<file path="src/rtl/spi_tx.sv">
// spi_tx: parallel-to-serial transmitter for the R2R DAC serial link.
// Accepts D_W-bit words over a valid/ready handshake into a one-word holding
// register, then shifts each word out MSB-first, one bit per clk, with frame
// high during data bits, followed by GAP_CYCLES idle cycles (done pulses in
// the last one). Back-to-back words need no extra idle cycle.
//
// Optional feature: define SPI_TX_PARITY_EN to append one even-parity bit
// (XOR of the word) after the data bits, inside the frame.
//
// Ports:
//   clk        system clock, rising edge
//   rst        asynchronous active-high reset
//   din        parallel word to transmit
//   din_valid  din holds a valid word
//   din_ready  holding register empty (accept when din_valid && din_ready)
//   serial_out serial data, registered, 0 whenever frame is low
//   frame      high while a data/parity bit is on serial_out, registered
//   busy       shifter active or holding register full
//   done       one-cycle pulse in the last gap cycle of each word
module spi_tx #(
    parameter int unsigned D_W        = 8,
    parameter int unsigned GAP_CYCLES = 1
) (
    input  logic           clk,
    input  logic           rst,
    input  logic [D_W-1:0] din,
    input  logic           din_valid,
    output logic           din_ready,
    output logic           serial_out,
    output logic           frame,
    output logic           busy,
    output logic           done
);

`ifdef SPI_TX_PARITY_EN
    localparam int unsigned NBITS = D_W + 1;
`else
    localparam int unsigned NBITS = D_W;
`endif
    localparam int unsigned CNT_W = $clog2(NBITS);
    localparam int unsigned GAP_W = (GAP_CYCLES > 1) ? $clog2(GAP_CYCLES) : 1;

    typedef enum logic [1:0] {
        ST_IDLE  = 2'd0,
        ST_SHIFT = 2'd1,
        ST_GAP   = 2'd2
    } state_t;

    state_t             state;
    logic [D_W-1:0]     hold;
    logic               hold_full;
    logic [NBITS-1:0]   shreg;
    logic [CNT_W-1:0]   bit_cnt;
    logic [GAP_W-1:0]   gap_cnt;

    // Bits of one frame, first-out bit at the MSB.
    function automatic logic [NBITS-1:0] frame_word(input logic [D_W-1:0] w);
`ifdef SPI_TX_PARITY_EN
        return {w, ^w};
`else
        return w;
`endif
    endfunction

    // The shifter MSB is the line; it drains to all-zero on the final shift,
    // so the line is low in IDLE and GAP without extra muxing.
    assign serial_out = shreg[NBITS-1];
    assign din_ready  = !hold_full;
    assign busy       = (state != ST_IDLE) || hold_full;

    always_ff @(posedge clk or posedge rst) begin
        if (rst) begin
            state     <= ST_IDLE;
            hold      <= '0;
            hold_full <= 1'b0;
            shreg     <= '0;
            bit_cnt   <= '0;
            gap_cnt   <= '0;
            frame     <= 1'b0;
            done      <= 1'b0;
        end else begin
            // Accept and load never coincide: one needs hold empty, the other full.
            if (din_valid && !hold_full) begin
                hold      <= din;
                hold_full <= 1'b1;
            end

            case (state)
                ST_IDLE: begin
                    done <= 1'b0;
                    if (hold_full) begin
                        shreg     <= frame_word(hold);
                        hold_full <= 1'b0;
                        bit_cnt   <= '0;
                        frame     <= 1'b1;
                        state     <= ST_SHIFT;
                    end
                end

                ST_SHIFT: begin
                    shreg <= {shreg[NBITS-2:0], 1'b0};
                    if (bit_cnt == CNT_W'(NBITS - 1)) begin
                        frame   <= 1'b0;
                        gap_cnt <= '0;
                        done    <= (GAP_CYCLES == 1);
                        state   <= ST_GAP;
                    end else begin
                        bit_cnt <= bit_cnt + CNT_W'(1);
                    end
                end

                ST_GAP: begin
                    if (gap_cnt == GAP_W'(GAP_CYCLES - 1)) begin
                        done <= 1'b0;
                        if (hold_full) begin
                            shreg     <= frame_word(hold);
                            hold_full <= 1'b0;
                            bit_cnt   <= '0;
                            frame     <= 1'b1;
                            state     <= ST_SHIFT;
                        end else begin
                            state <= ST_IDLE;
                        end
                    end else begin
                        gap_cnt <= gap_cnt + GAP_W'(1);
                        done    <= ((gap_cnt + GAP_W'(1)) == GAP_W'(GAP_CYCLES - 1));
                    end
                end

                default: begin
                    state <= ST_IDLE;
                    frame <= 1'b0;
                    done  <= 1'b0;
                end
            endcase
        end
    end

endmodule

</file>
<file path="config.mk">
export PLATFORM = sky130hd
export DESIGN_NAME = spi_tx
export DESIGN_NICKNAME = d
export VERILOG_FILES = /design/src/rtl/spi_tx.sv
export SDC_FILE = /design/constraint.sdc
export NUM_CORES = 1
export LEC_CHECK = 0
export ABC_AREA = 1
export CORE_MARGIN = 2
export CORE_UTILIZATION = 52
export DETAILED_ROUTE_END_ITERATION = 16
export GPL_TIMING_DRIVEN = 1
export PLACE_DENSITY_LB_ADDON = 0.08
export SLEW_MARGIN = 20
export SYNTH_ARGS = -nofsm -noshare
export SYNTH_HDL_FRONTEND = slang
export SYNTH_SLANG_ARGS = --single-unit
</file>
<file path="constraint.sdc">
create_clock -name clk -period 1.5 [get_ports clk]
set_input_delay 0.225 -clock clk [delete_from_list [all_inputs] [get_ports clk]]
set_output_delay 0.225 -clock clk [all_outputs]
set_load 0.02 [all_outputs]
</file>
Word level (Yosys, flattened, before mapping)
Index checks and enable logic that the tools add are counted.
Widths: inputs -> output; s select.
Cells by class
  add/sub/neg operators: 2
  multipliers: 0
  divide/modulo/power cells: 0
  magnitude comparators: 0
  eq/ne operators: 7
  shifts and indexed selects: 0
  multiplexer cells: 25
  bitwise logic cells: 1
  reduce and logical (&&, ||, !) cells: 12
Operator list (count)
  $pmux 8 s3: 1
  $mux 8: 2
  $mux 1: 10
  $mux 3: 3
  $pmux 3 s3: 1
  $ne 2x2->1 const B: 4
  $mux 2: 3
  $pmux 1 s2: 3
  $pmux 2 s3: 1
  $reduce_and 2->1: 3
  $reduce_and 3->1: 2
  $reduce_bool 2->1: 2
  $add 3x1->3 const B: 1
  $eq 3x3->1 const B: 1
  $pmux 1 s3: 1
  $reduce_bool 3->1: 1
  $eq 2x1->1 const B: 1
  $eq 2x2->1 const B: 1
  $logic_not 2->1: 1
  $add 1x1->1 const B: 1
  $logic_and 1x1->1: 1
  $logic_not 1->1: 1
  $logic_or 1x1->1: 1
  $not 1->1: 1
Word-level totals
  register bits after elaboration: 25
  bits in latches: 0
  memory bits (writable): 0
  memory bits (read-only): 0
  memories kept: 0

Logic depth before layout (Yosys ltp)
  depth after elaboration: 6
  mapped depth: 7

Least setup slack after synthesis
Ideal clock, no wire load.
  path kind: reg2reg
  from: reg bit_cnt[0]
  to: reg bit_cnt[0]
  library setup time: 65 ps
  arrival: 1145 ps
  required time: 1435 ps
  setup slack: 290 ps
  cell stages (with the launch flop): 8
  period minus slack after synthesis: 1210 ps
  path through: dfrtp_1 ha_1 ha_1 inv_1 nand3_2 nand2_1 nand2_1 nand2_1
On the way
  cells in the longest elaborated chain, start to end: 3
  elaborated cells between the ends (all ways): 8
  classes of those cells: add/sub: 1; eq/ne: 2; mux: 4; reduce/logical: 1
Ends and longest elaborated chain
  from (decl): RTL line 53  | logic [CNT_W-1:0] bit_cnt;
  from (signal assigned): RTL line 108  | bit_cnt <= bit_cnt + CNT_W'(1);
  $add 3x1->3 (tied with other cells): RTL line 108
  $mux 3 (tied with other cells): RTL line 102  | if (bit_cnt == CNT_W'(NBITS - 1)) begin
  $pmux 3 s3 or $reduce_and 3->1 (tied branches)
Parallel ways exist; a longest one is shown, timed or not. The select of a mux whose other input is x is not followed.
A chain may end at the register's enable or synchronous reset.

Final worst setup path
  from: reg hold_full
  to: out din_ready
On the way
  cells in the longest elaborated chain, start to end: 1
Ends and longest elaborated chain
  from (decl): RTL line 51  | logic hold_full;
  from (signal assigned): RTL line 75  | hold_full <= 1'b0;
  from (signal assigned): RTL line 85  | hold_full <= 1'b1;
  from (signal assigned): RTL line 93  | hold_full <= 1'b0;
  $logic_not 1->1: RTL line 68  | assign din_ready = !hold_full;
  to (decl): RTL line 28  | output logic din_ready,
Every way passes these cells.

==> reports/qor_table.md <==
| Group | Item | Value |
|:---|:---|:---|
| clock network | CTS tree | yes |
| synthesis | Synth Warn # | 0 |
| global route | Remaining global-route overflow | 0 |
| die | Y dimension of the die | 50.6 µm |
| synthesis | Adder-cell share of the synthesized area | 0.0222 |
| synthesis | Mapped Cells | 133 |
| setup path | Nature of the critical path endpoint | output pin |
| detailed routing | Number of vias per cell | 4.83 |
| die | Starting density of the core | 0.563 |
| sta | Final hold viol count | 0 |
| status | Outcome | completed |
| job | Number of max-cap violations | 0 |
| setup path | Worst Setup Start Kind | flip-flop |
| sta | Unrepaired setup endpoints after global routing | false |
| sta | Maximum clock rate | 714 MHz |
| die | Placeable core area | 2000 µm² |
| detailed routing | Sum of routed wire length over all layers | 1890 µm |
| detailed routing | DR vias | 855 |
| global route | Antenna violations before repair | 0 |
| clock network | CTS Root Cell | sky130_fd_sc_hd__clkbuf_4 |
| detailed routing | Average wire per cell in the routed design | 10.7 µm |
| setup path | Data arrival time of the critical path | 1.17 ns |
| clock network | Total setup buffers inserted after CTS | 0 |
| sta | Count of final setup violators | 0 |
| power | Power per Cell Area | 1920 nW/µm² |
| synthesis | Xor and xnor fraction of the mapped netlist area | 0 |
| placement | Placed insts | 174 |
| synthesis | Avg Synthesized Cell Area | 8.48 µm² |
| die | Placement row count | 16 |
| clock network | # H-tree levels | 1 |
| sta | Largest clock skew in the final design | 0.00570 ns |
| final layout | Number of standard cells in the final layout excluding fillers | 177 |
| final layout | Area growth from synthesis to final layout | 15.8% |
| detailed routing | Residual DRC count | 0 |
| final layout | Diode insertion count for antenna repair | 0 |
| global route | First-pass GRT wire length | 3480 µm |
| die | Die Footprint | 2560 µm² |
| sta | Number of max-slew violations in the final report | 0 |
| setup path | Cell chain of the critical path | inv_2, dlygate4sd2_1 |
| clock network | CTS sink cnt | 24 |
| placement | I/O Buffers | 15 |
| sta | Relative slew slack | 0.798 |
| synthesis | Share of synthesized cell area in and, or, nand and nor gates | 0.299 |
| synthesis | Total of flip-flops plus latches after synthesis | 24 |
| detailed routing | Antenna Nets Post-Route | 0 |
| placement | Detailed placement HPWL | 1450 µm |
| sta | Worst Hold Margin | 0.249 ns |
| setup path | Type of the worst setup path | flip-flop to output pin |
| clock network | CTS clk-pin slew, worst paths | 0.12 ns |
| synthesis | Netlist area before placement | 1130 µm² |
| final layout | Number of fillers in the final layout | 177 |
| sta | Final setup TNS | 0 ns |
| power | Leakage power summed over all cells | 0.723 nW |
| detailed routing | DR pass1 iterations | 4 |
| sta | Worst Max-Slew Pin Slew | 0.304 ns |
| clock network | Number of buffers inserted during clock tree synthesis | 3 |
| final layout | Final net count | 165 |
| clock network | Source-to-sink clock delay at the later pin of the worst-skew pair | 0.30 ns |
| die | Die Wd | 50.6 µm |
| detailed routing | First DRT Iteration DRCs | 11 |
| placement | Placer congestion estimate | 0.826 |
| worst hold path | Path type of the worst min-delay path | input port to async pin |
| synthesis | Post-synthesis sequential area ratio | 0.533 |
| setup path | Buffering stage count on the worst path with inverters included | 2 |
| setup path | Top fanout value on the critical path | 4 |
| power | Worst IR Drop VDD | 1.15 mV |
| setup path | Maximum cell stage delay along the critical path | 0.43 ns |
| synthesis | Combinational family with the most area after synthesis | simple AND/OR/NAND/NOR gates |
| clock network | Max clock buf depth | 2 |
| die | Count of boundary I/O pins | 16 |
| synthesis | Post-synth net total | 146 |
| synthesis | Synth Area in Compound Gates | 0.0355 |
| setup path | Critical path's top delay family | buffers and inverters |
| setup path | Required time of the critical path | 1.27 ns |
| synthesis | Number of distinct library cells after synthesis | 15 |
| global route | Maximum number of pins on one net before global-route repair | 25 |
| sta | Final period util | 0.933 |
| final layout | Share of post-route cells with drive strength above 1 | 0.113 |
| sta | Min Tclk post-route | 1.40 ns |
| global route | Vias in the first global route | 799 |
| setup path | Slowest cell on crit path | sky130_fd_sc_hd__dfrtp_1 |
| synthesis | Share of synthesized area spent on multiplexers | 0 |
| global route | Total routing usage reported by global routing | 0.180 |
==> state kept, by name, summed over array words and instances (netlist names) <==
name and count:
hold_full 1, state 2, hold 8, shreg 8, frame 1, bit_cnt 3, done 1
==> cell usage in the layout, fill, tap and decap left out <==
cell / netlist / final
sky130_fd_sc_hd__inv_2: 2 / 2
sky130_fd_sc_hd__nand2_2: 1 / 1
sky130_fd_sc_hd__clkbuf_2: 0 / 1
sky130_fd_sc_hd__nand3_2: 1 / 1
sky130_fd_sc_hd__ha_1: 2 / 2
sky130_fd_sc_hd__inv_6: 1 / 1
sky130_fd_sc_hd__inv_1: 20 / 20
sky130_fd_sc_hd__nand3_1: 19 / 19
sky130_fd_sc_hd__o21ai_0: 1 / 1
sky130_fd_sc_hd__clkdlybuf4s50_1: 0 / 10
sky130_fd_sc_hd__nor2_1: 12 / 12
sky130_fd_sc_hd__dlygate4sd2_1: 0 / 4
sky130_fd_sc_hd__dfrtp_1: 24 / 24
sky130_fd_sc_hd__buf_4: 0 / 2
sky130_fd_sc_hd__nand2_1: 34 / 34
sky130_fd_sc_hd__nand2_4: 3 / 3
sky130_fd_sc_hd__nor2_2: 3 / 3
sky130_fd_sc_hd__clkbuf_4: 0 / 3
sky130_fd_sc_hd__a21oi_1: 7 / 7
==> worst reg2reg max path: stages (launching register included) <==
cell	delay (ns)
sky130_fd_sc_hd__dfrtp_1	0.43
sky130_fd_sc_hd__ha_1	0.21
sky130_fd_sc_hd__ha_1	0.19
sky130_fd_sc_hd__inv_1	0.08
sky130_fd_sc_hd__nand3_2	0.12
sky130_fd_sc_hd__nand2_1	0.15
sky130_fd_sc_hd__nand2_1	0.06
sky130_fd_sc_hd__nand2_1	0.05
==> per-stage QoR <==
| stage | util | cell area [µm²] | worst slack (ns) | total power [mW] |
|---|---|---|---|---|
| 4_1_cts | 0.654 | 1310 | 0.0105 | 2.55 |
| 3_3_place_gp | 0.646 | 1290 | 0.145 | 2.26 |
| 3_5_place_dp | 0.646 | 1290 | 0.141 | 2.32 |
| 5_1_grt | 0.652 | 1310 | 0.0250 | 2.78 |
| 2_1_floorplan | - | 1130 | 0.290 | 2.02 |
| 6_report | 0.652 | 1310 | 0.100 | 2.51 |
==> synthesized netlist by cell type (all sizes together) <==
| cell type | number | area share |
|---|---|---|
| nand2 | 38 | 0.15 |
| dfrtp | 24 | 0.53 |
| inv | 23 | 0.081 |
| nand3 | 20 | 0.093 |
| nor2 | 15 | 0.057 |
| a21oi | 7 | 0.031 |
| buf | 3 | 0.030 |
| ha | 2 | 0.022 |
| o21ai | 1 | 0.0044 |
==> where the power goes <==
part	leakage [nW]	switching, mW	internal [mW]	total [mW]
registers	0.283	0.142	0.944	1.09
clock network	0.0138	0.176	0.0937	0.270
logic	0.426	0.719	0.436	1.15
==> logic make-up after synthesis <==
| family | Yosys count |
|---|---|
| AO/OA/AOI/OAI | 8 |
| buffers and inverters | 26 |
| flip-flops | 24 |
| adder cells (fa/ha/maj) | 2 |
| AND/OR/NAND/NOR | 73 |
==> layer usage <==
metal	up-vias	wire length [µm]	global-route usage	part of all wire
met5	-	0	0	0
met4	0	15	0.0676	0.0079
met3	2	60	0.0268	0.032
met2	17	826	0.279	0.44
met1	392	986	0.257	0.52
li1	444	-	-	-
==> timing repair <==
action,4_1_cts,5_1_grt
gates resized for setup,5,2
hold buffers,0,0
setup endpoints to repair,5,1
==> path summary, 6_finish.rpt <==
path | startpoint | endpoint | slack [ns] | cells past startpoint
max | hold_full$_DFF_PP0_ | din_ready | 0.10 | 2
min | rst | state[0]$_DFFE_PP0P_ | 0.25 | 3
max reg2reg | bit_cnt[0]$_DFFE_PP0P_ | bit_cnt[1]$_DFFE_PP0P_ | 0.16 | 7
min reg2reg | hold[0]$_DFFE_PP0P_ | hold[0]$_DFFE_PP0P_ | 0.49 | 2
max in group asynchronous | rst | bit_cnt[2]$_DFFE_PP0P_ | 1.01 | 3
min in group clk | din[0] | hold[0]$_DFFE_PP0P_ | 0.48 | 3
==> layout make-up <==
cell class	instances	area, µm²	area share
timing repair buffer	17	155	0.119
inverter	23	91.3	0.0700
multi-input combinational	83	402	0.308
clock buffer	3	22.5	0.0173
sequential	24	601	0.460
tap	27	33.8	0.0259
(Power assumes the default switching activity.)
